File: src/rtl/msrv32_rf_write_scheduler.sv
`default_nettype none
// ============================================================================
// Module      : msrv32_rf_write_scheduler
// Description : Arbitrates the single register-file write port between the
//               stage-3 writeback (fixed priority) and one long-latency unit
//               (valid/ready). Tracks registers awaiting long-latency results
//               in a busy scoreboard, raises stage-2 RAW/WAW hazard stalls,
//               and asserts a writeback hold when the unit is starved.
// Revision    : 1.0 - initial release
// ----------------------------------------------------------------------------
// Ports
//   clock            in   1   system clock, rising edge
//   reset_in         in   1   asynchronous active-low reset
//   wb_wr_en_in      in   1   stage-3 write request
//   wb_rd_addr_in    in   5   stage-3 destination
//   wb_rd_in         in  32   stage-3 write data
//   dec_rs_1_addr_in in   5   stage-2 source 1
//   dec_rs_2_addr_in in   5   stage-2 source 2
//   dec_rd_addr_in   in   5   stage-2 destination
//   dec_wr_en_in     in   1   stage-2 instruction writes dec_rd_addr_in
//   lu_issue_in      in   1   stage-2 issues a long-latency op
//   lu_valid_in      in   1   long-latency result valid
//   lu_rd_addr_in    in   5   result destination
//   lu_data_in       in  32   result data
//   lu_ready_out     out  1   result accepted this cycle
//   hazard_stall_out out  1   stage 2 must hold its instruction
//   wb_hold_out      out  1   stage 3 must present no write
//   rf_wr_en_out     out  1   register file write enable
//   rf_rd_addr_out   out  5   register file write address
//   rf_rd_out        out 32   register file write data
//   busy_vec_out     out 32   scoreboard (bit 0 always 0)
// ============================================================================
module msrv32_rf_write_scheduler #(
  parameter int unsigned MAX_WAIT = 4
) (
  input  logic        clock,
  input  logic        reset_in,
  input  logic        wb_wr_en_in,
  input  logic [4:0]  wb_rd_addr_in,
  input  logic [31:0] wb_rd_in,
  input  logic [4:0]  dec_rs_1_addr_in,
  input  logic [4:0]  dec_rs_2_addr_in,
  input  logic [4:0]  dec_rd_addr_in,
  input  logic        dec_wr_en_in,
  input  logic        lu_issue_in,
  input  logic        lu_valid_in,
  input  logic [4:0]  lu_rd_addr_in,
  input  logic [31:0] lu_data_in,
  output logic        lu_ready_out,
  output logic        hazard_stall_out,
  output logic        wb_hold_out,
  output logic        rf_wr_en_out,
  output logic [4:0]  rf_rd_addr_out,
  output logic [31:0] rf_rd_out,
  output logic [31:0] busy_vec_out
);

  localparam int unsigned c_cnt_w = $clog2(MAX_WAIT + 1);

  typedef enum logic [1:0] {
    S_IDLE = 2'd0,
    S_WAIT = 2'd1,
    S_HOLD = 2'd2
  } state_t;

  state_t               r_state;
  state_t               w_state_nxt;
  logic [c_cnt_w-1:0]   r_cnt;
  logic [c_cnt_w-1:0]   w_cnt_nxt;
  logic [31:0]          r_busy;
  logic [31:0]          w_busy_nxt;

  logic w_wb_act;
  logic w_ready;
  logic w_xfer;
  logic w_blocked;
  logic w_stall;
  logic w_set;
  logic w_hit_rs1;
  logic w_hit_rs2;
  logic w_hit_rd;

  // A pending register stops being a hazard in the cycle its result is being
  // written, because the register file forwards that write to its readers.
  function automatic logic f_hit(input logic [31:0] busy, input logic xfer,
                                 input logic [4:0] lu_rd, input logic [4:0] a);
    return busy[a] & ~(xfer & (lu_rd == a));
  endfunction

  // All combinational handshakes are forced quiet while reset is held so
  // nothing upstream or in the file acts on a half-reset scheduler.
  assign w_wb_act  = wb_wr_en_in & (wb_rd_addr_in != 5'd0);
  assign w_ready   = reset_in & ~w_wb_act;
  assign w_xfer    = lu_valid_in & w_ready;
  assign w_blocked = lu_valid_in & ~w_xfer;

  assign w_hit_rs1 = f_hit(r_busy, w_xfer, lu_rd_addr_in, dec_rs_1_addr_in);
  assign w_hit_rs2 = f_hit(r_busy, w_xfer, lu_rd_addr_in, dec_rs_2_addr_in);
  assign w_hit_rd  = f_hit(r_busy, w_xfer, lu_rd_addr_in, dec_rd_addr_in);
  assign w_stall   = reset_in & (w_hit_rs1 | w_hit_rs2 | (dec_wr_en_in & w_hit_rd));

  // A stalled instruction has not really issued, so it must not mark busy.
  assign w_set = lu_issue_in & (dec_rd_addr_in != 5'd0) & ~w_stall;

  // --------------------------------------------------------------------------
  // Write-port mux
  // --------------------------------------------------------------------------
  always_comb begin
    rf_wr_en_out   = 1'b0;
    rf_rd_addr_out = 5'd0;
    rf_rd_out      = 32'd0;
    if (reset_in) begin
      if (w_wb_act) begin
        rf_wr_en_out   = 1'b1;
        rf_rd_addr_out = wb_rd_addr_in;
        rf_rd_out      = wb_rd_in;
      end else if (w_xfer) begin
        rf_wr_en_out   = (lu_rd_addr_in != 5'd0);
        rf_rd_addr_out = lu_rd_addr_in;
        rf_rd_out      = lu_data_in;
      end
    end
  end

  // --------------------------------------------------------------------------
  // Scoreboard: set is applied after clear so an issue to the register being
  // retired in the same cycle leaves it pending for the new producer.
  // --------------------------------------------------------------------------
  always_comb begin
    w_busy_nxt = r_busy;
    if (w_xfer) begin
      w_busy_nxt[lu_rd_addr_in] = 1'b0;
    end
    if (w_set) begin
      w_busy_nxt[dec_rd_addr_in] = 1'b1;
    end
    w_busy_nxt[0] = 1'b0;
  end

  always_ff @(posedge clock or negedge reset_in) begin
    if (!reset_in) begin
      r_busy <= 32'd0;
    end else begin
      r_busy <= w_busy_nxt;
    end
  end

  // --------------------------------------------------------------------------
  // Starvation FSM
  // --------------------------------------------------------------------------
  always_ff @(posedge clock or negedge reset_in) begin
    if (!reset_in) begin
      r_state <= S_IDLE;
      r_cnt   <= '0;
    end else begin
      r_state <= w_state_nxt;
      r_cnt   <= w_cnt_nxt;
    end
  end

  always_comb begin
    w_state_nxt = r_state;
    w_cnt_nxt   = r_cnt;
    case (r_state)
      S_IDLE: begin
        if (w_blocked) begin
          if (MAX_WAIT == 1) begin
            w_state_nxt = S_HOLD;
          end else begin
            w_state_nxt = S_WAIT;
          end
          w_cnt_nxt = c_cnt_w'(1);
        end
      end
      S_WAIT: begin
        if (!w_blocked) begin
          w_state_nxt = S_IDLE;
          w_cnt_nxt   = '0;
        end else if (r_cnt == c_cnt_w'(MAX_WAIT - 1)) begin
          w_state_nxt = S_HOLD;
        end else begin
          w_cnt_nxt = r_cnt + 1'b1;
        end
      end
      S_HOLD: begin
        // A writeback arriving during hold still wins the port; the hold
        // simply persists until the unit gets through or withdraws.
        if (!w_blocked) begin
          w_state_nxt = S_IDLE;
          w_cnt_nxt   = '0;
        end
      end
      default: begin
        w_state_nxt = S_IDLE;
        w_cnt_nxt   = '0;
      end
    endcase
  end

  assign lu_ready_out     = w_ready;
  assign hazard_stall_out = w_stall;
  assign wb_hold_out      = (r_state == S_HOLD);
  assign busy_vec_out     = r_busy;

endmodule
`default_nettype wire

File: config.mk
export PLATFORM = sky130hd
export DESIGN_NAME = msrv32_rf_write_scheduler
export DESIGN_NICKNAME = d
export VERILOG_FILES = /design/src/rtl/msrv32_rf_write_scheduler.sv
export SDC_FILE = /design/constraint.sdc
export NUM_CORES = 1
export LEC_CHECK = 0
export ABC_CLOCK_PERIOD_IN_PS = 2800
export BUFFER_PORTS_ARGS = -buffer_cell sky130_fd_sc_hd__buf_2
export CAP_MARGIN = 20
export CORE_MARGIN = 2
export CORE_UTILIZATION = 30
export CTS_BUF_LIST = sky130_fd_sc_hd__clkbuf_2
export DETAILED_ROUTE_END_ITERATION = 16
export PLACE_DENSITY_LB_ADDON = 0.25
export SLEW_MARGIN = 5
export SYNTH_ARGS = -nofsm -noshare
export SYNTH_HDL_FRONTEND = slang
export SYNTH_SLANG_ARGS = --single-unit
File: constraint.sdc
create_clock -name clock -period 2.8 [get_ports clock]
set_input_delay 0.56 -clock clock [delete_from_list [all_inputs] [get_ports clock]]
set_output_delay 0.56 -clock clock [all_outputs]
set_load 0.01 [all_outputs]
* After elaboration in Yosys (flattened, before gate mapping)
Index checks and enable logic that the tools add are counted.
** Operators by class
- Add/subtract/negate cells :: 1
- Magnitude comparators :: 6
- Eq/ne operators :: 10
- Muxes and demuxes :: 31
- Bitwise logic cells :: 25
- Reductions and logical operators :: 8
** Operators by type and width (count)
- $mux W32 :: 5
- $and A32 B32 Y32 :: 1
- $not A32 Y32 :: 1
- $or A32 B32 Y32 :: 1
- $lt A5 B6 Y1 const B :: 4
- $bmux W1 S5 :: 3
- $eq A5 B5 Y1 :: 3
- $mux W5 :: 3
- $reduce_bool A5 Y1 :: 3
- $and A1 B1 Y1 :: 14
- $mux W3 :: 4
- $demux W1 S5 :: 2
- $ge A5 B1 Y1 const B :: 2
- $pmux W3 S3 :: 1
- $mux W1 :: 8
- $mux W2 :: 4
- $ne A3 B3 Y1 const B :: 2
- $not A1 Y1 :: 6
- $pmux W2 S3 :: 1
- $reduce_and A3 Y1 :: 2
- $ne A2 B2 Y1 const B :: 2
- $add A3 B1 Y3 const B :: 1
- $eq A3 B2 Y1 const B :: 1
- $eq A2 B1 Y1 const B :: 1
- 4 further kinds :: 6
** Storage, ports and cells
- Register bits :: 36
- Bits of input ports :: 95
- Output and inout bits :: 73
- Word-level logic and storage cells :: 84

* Longest topological paths before layout
- Depth in word-level cells :: 14
- Gate-level depth with buffers :: 9
- Gate-level depth less buffers :: 6

* Worst setup path before layout
OpenSTA, ideal clock, no wires.
- Path kind :: in2out
- From :: in wb_rd_addr_in[2]
- To :: out rf_rd_out[1]
- Data arrival time :: 2.037 ns
- Required time :: 2.240 ns
- Setup slack :: 0.203 ns
- Cell stages on the path :: 6
- Cell sequence :: or4_1 > o21ai_2 > buf_2 > buf_2 > nand3_1 > a21oi_1
** On the way
- Longest elaborated chain between the ends :: 8
** RTL lines
- start: declaration :: line 39 : input logic [4:0] wb_rd_addr_in,
- $reduce_bool A5 Y1 (*) :: line 92 : assign w_wb_act = wb_wr_en_in & (wb_rd_addr_in != 5'd0);
- $and A1 B1 Y1 (*) :: line 92
- $not A1 Y1 :: line 93 : assign w_ready = reset_in & ~w_wb_act;
- $and A1 B1 Y1 :: line 93
- $and A1 B1 Y1 :: line 94 : assign w_xfer = lu_valid_in & w_ready;
- $mux W32 :: line 117 : end else if (w_xfer) begin
- $mux W32 (*) :: line 113 : if (w_wb_act) begin
- $mux W32 (*) :: line 112 : if (reset_in) begin
- end: declaration :: line 54 : output logic [31:0] rf_rd_out,
Mark *: on every way between the ends. The rest lies on a longest branch, timed or not.

* Final worst setup path
- From :: reg r_busy[1], in the netlist busy_vec_out[1]
- To :: out hazard_stall_out
** On the way
- Longest elaborated chain between the ends :: 6
** RTL lines
- start: declaration :: line 70 : logic [31:0] r_busy;
- start signal: assignment :: line 144 : r_busy <= w_busy_nxt;
- $bmux W1 S5 :: line 87 : return busy[a] & ~(xfer & (lu_rd == a));
- $mux W1 (implied by the code) :: line 87
- $and A1 B1 Y1 :: line 87
- $or A1 B1 Y1 / $and A1 B1 Y1 (equally long branches) :: line 100 : assign w_stall = reset_in & (w_hit_rs1 | w_hit_rs2 | (dec_wr_en_in & w_hit_rd));
- $or A1 B1 Y1 (*) :: line 100
- $and A1 B1 Y1 (*) :: line 100
- end: declaration :: line 50 : output logic hazard_stall_out,
Mark *: on every way between the ends. The rest lies on a longest branch, timed or not. The select of a mux whose other input is x is not followed.

==> impl_metrics.yaml <==
status:
  outcome: "complete, but fails checks"
  violations: "setup timing"
global_route:
  grt_max_degree: 40
  antenna_found_initial: 0
  grtUsageTotal_pct: 20.6
  first_global_vias: 3950
  grt_pass1_wl_um: 21500
  gr-total-overflow: 0
timing:
  hold_viol_final: 0
  setup_ws_ns: -0.0571
  rsz0062_at_grt: "true"
  drv_slew: 0
  period_minus_slack_ns: 2.86
  maxSlewHeadroom_pct: 64.6
  finClkSkew_ns: 0.0421
  tns_ns: -0.0571
  worstMarginPinSlew_ns: 0.531
  fin_crit_sh_pct: 102
  fmaxAchievable_mhz: 350
  whs_ns: 0.00743
  setup_viol: 1
yosys:
  synth.largest_area_cell: "dfrtp_1"
  synth_area_leaders: "dfrtp_1 (24%), nand3_1 (9.9%), o21ai_2 (7.1%), mux2i_1 (5.0%), a21oi_1 (4.7%)"
  ys_async_sr_fraction_pct: 100
  syn-num-nets: 549
  synth_seq_area_share_pct: 23.7
  synthesis.instances: 452
  yosysTopAreaCellShare_pct: 23.7
  synth.distinct_cells: 63
  yosys_warnings: 0
  synth_seq_cells: 36
  avgSynthCellArea_um2: 8.41
  synthFlopType: "dfrtp_1"
  synth_edf_count: 0
  netlist_area_um2: 3800
clock_tree:
  cts_tree: "built"
  cts_buffers: 5
  cts_sinks: 36
  h-tree-depth: 2
  cts_root_buffer: "clkbuf_2"
  insertion_delay_ns: 0.41
  cts_buffer_depth: 2
  cts.clk_slew.worst_paths_ns: 0.21
final_layout:
  area_growth_pct: 31.7
  antennaDiodeCount: 0
  layout_commonest_cell: "buf_2"
  drive_gt1_share_pct: 46.8
  n_fill_cell: 1316
  nNetsFinal: 718
  final_cell_mix: "buf_2 (165), nand3_1 (74), nand2_1 (45), buf_4 (39), o21ai_0 (34)"
setup_path:
  regToRegSetupSlack_ns: 0.45
  cp-start-kind: "flop"
  cp_max_fo: 2
  reg2regPathDepth: 8
  endpoint: "hazard_stall_out"
  rr_startpoint: "busy_vec_out[6]"
  cp_data_arrival_time_ns: 2.30
  critPathCaptureType: "output pin"
  worstPathRequired_ns: 2.24
  crit_start: "busy_vec_out[1]"
  max_stage_delay_ns: 0.41
  crit_type: "flop to output pin"
  crit_chain: "mux2_4 -> a221o_1 -> a311o_1 -> nand4_1 -> o41ai_4 -> nand2b_4 -> buf_6"
  r2r_end: "busy_vec_out[31]"
  cp_slowest_cell: "dfrtp_1"
die:
  fp-row-count: 41
  start_util_pct: 30.4
  core_um2: 12500
  die_y_um: 117
  die_area_um2: 13600
  dieWidth_um: 117
  num_io_pins: 168
power:
  power_density_nw_per_um2: 457
  ir_drop_uv: 204
  p_leak_uw: 0.00230
routing:
  antenna_left: 0
  vias: 4270
  vias_per_cell: 5.38
  wl_per_cell_um: 18.8
  drc: 0
  drt_iter0_drc: 300
  drtPass1Iterations: 5
  wirelength_um: 14900
worst_hold_path:
  hold_class: "input pin to async pin"
place:
  port_buffers: 166
  hpwl_um: 11300
  gp_congestion: 0.864
flow_run:
  maxCapViolations: 0
==> layer usage <==
metal | vias up | global-route usage (%) | part of all wire, %
li1 | 2009 | - | -
met2 | 231 | 36.7 | 49
met4 | 0 | 5.02 | 1.3
met3 | 20 | 2.49 | 8.2
met5 | - | 0 | 0
met1 | 2010 | 26.8 | 41
==> what timing repair did <==
item / in CTS / in global routing
endpoints found under the hold margin: 0 / 0
resized for setup: 16 / 9
setup buffers: 9 / 2
cloned: 0 / 1
hold buffers: 0 / 0
pin swaps: 5 / 2
setup endpoints to repair: 35 / 7
==> state kept, by name, summed over array words and instances, names as in the netlist <==
register / cells
r_state: 2
busy_vec_out: 31
r_cnt: 3
==> cells in the mapped netlist, types with 2 or more instances <==
cell type         n
inv_1             4
o21ai_2          31
mux2_2            4
a21oi_1          36
xnor2_1           3
mux4_2            8
nand2b_1          3
o2111ai_1         2
a311o_1           2
or2b_2            2
nand3b_1          6
and3_1            5
o22ai_1           3
a32oi_1           2
a31oi_1           2
o31ai_1           2
xor2_1           13
mux4_1            6
buf_6            11
nor2b_1           2
nand2_1          45
clkbuf_1         18
buf_4             3
nand4_1           2
nor3_1            6
buf_2             7
clkbuf_8          4
and3b_1           3
clkdlybuf4s25_2   2
nor3b_1           6
nor2_1           14
or2_2             2
nand3_1          75
dfrtp_1          36
o21ai_0          34
ha_1              2
mux2i_1          19
o21a_1            2
==> per-stage QoR <==
stage / std cells / area (µm²) / total power, µW / util, % / worst slack [ns]
floorplan: 452 / 3800 / 1470 / - / 0.203
global placement: 774 / 4780 / 1960 / 38.2 / -0.227
detailed placement: 774 / 4780 / 1970 / 38.2 / -0.260
CTS: 791 / 4940 / 2280 / 39.5 / -0.0694
global route: 794 / 5010 / 2430 / 40.0 / -0.140
finish: 794 / 5010 / 2290 / 40.0 / -0.0571
==> logic make-up (layout without fill, tap and decap cells) <==
family	after synthesis	in the layout	synth area share, %
simple gates	179	179	24.3
compound gates	127	127	22.1
buf+inv	52	222	9.74
mux	39	39	15.8
flops	36	36	23.7
xor+xnor	16	16	3.69
fa+ha+maj	2	2	0.658
other cells	1	1	0.0986
==> how the worst min path moves through the flow <==
stage	slack, ns	end	start	cells past startpoint
after CTS	0.02	busy_vec_out[20]	reset_in	1
after global placement	0.48	busy_vec_out[20]	reset_in	1
after detailed placement	0.48	busy_vec_out[20]	reset_in	1
final	0.007	busy_vec_out[20]	reset_in	1
after floorplan	0.26	busy_vec_out[10]	reset_in	0
after global routing	0.004	busy_vec_out[20]	reset_in	1
==> power by group <==
part / internal (µW) / switching (µW) / total, µW
clock: 66.8 / 177 / 244
combinational: 588 / 625 / 1210
sequential: 652 / 178 / 830
==> worst max-delay path, delay by kind of cell (launching register included) <==
kind	cells	cell delay (ns)
flip-flops	1	0.41
AO/OA/AOI/OAI	3	0.76
AND/OR/NAND/NOR	2	0.33
multiplexers	1	0.27
buffers and inverters	1	0.12
==> cell type report <==
| cell class | count | area, µm² | area share [%] |
|---|---|---|---|
| Clock buffer | 7 | 35.0 | 0.699 |
| Timing Repair Buffer | 210 | 1230 | 24.7 |
| Multi-Input combinational cell | 364 | 2600 | 51.8 |
| Clock inverter | 1 | 3.75 | 0.0749 |
| Sequential cell | 36 | 908 | 18.1 |
| Tap cell | 172 | 215 | 4.30 |
| Inverter | 4 | 15.0 | 0.300 |
Power figures use the tool's default switching activity.
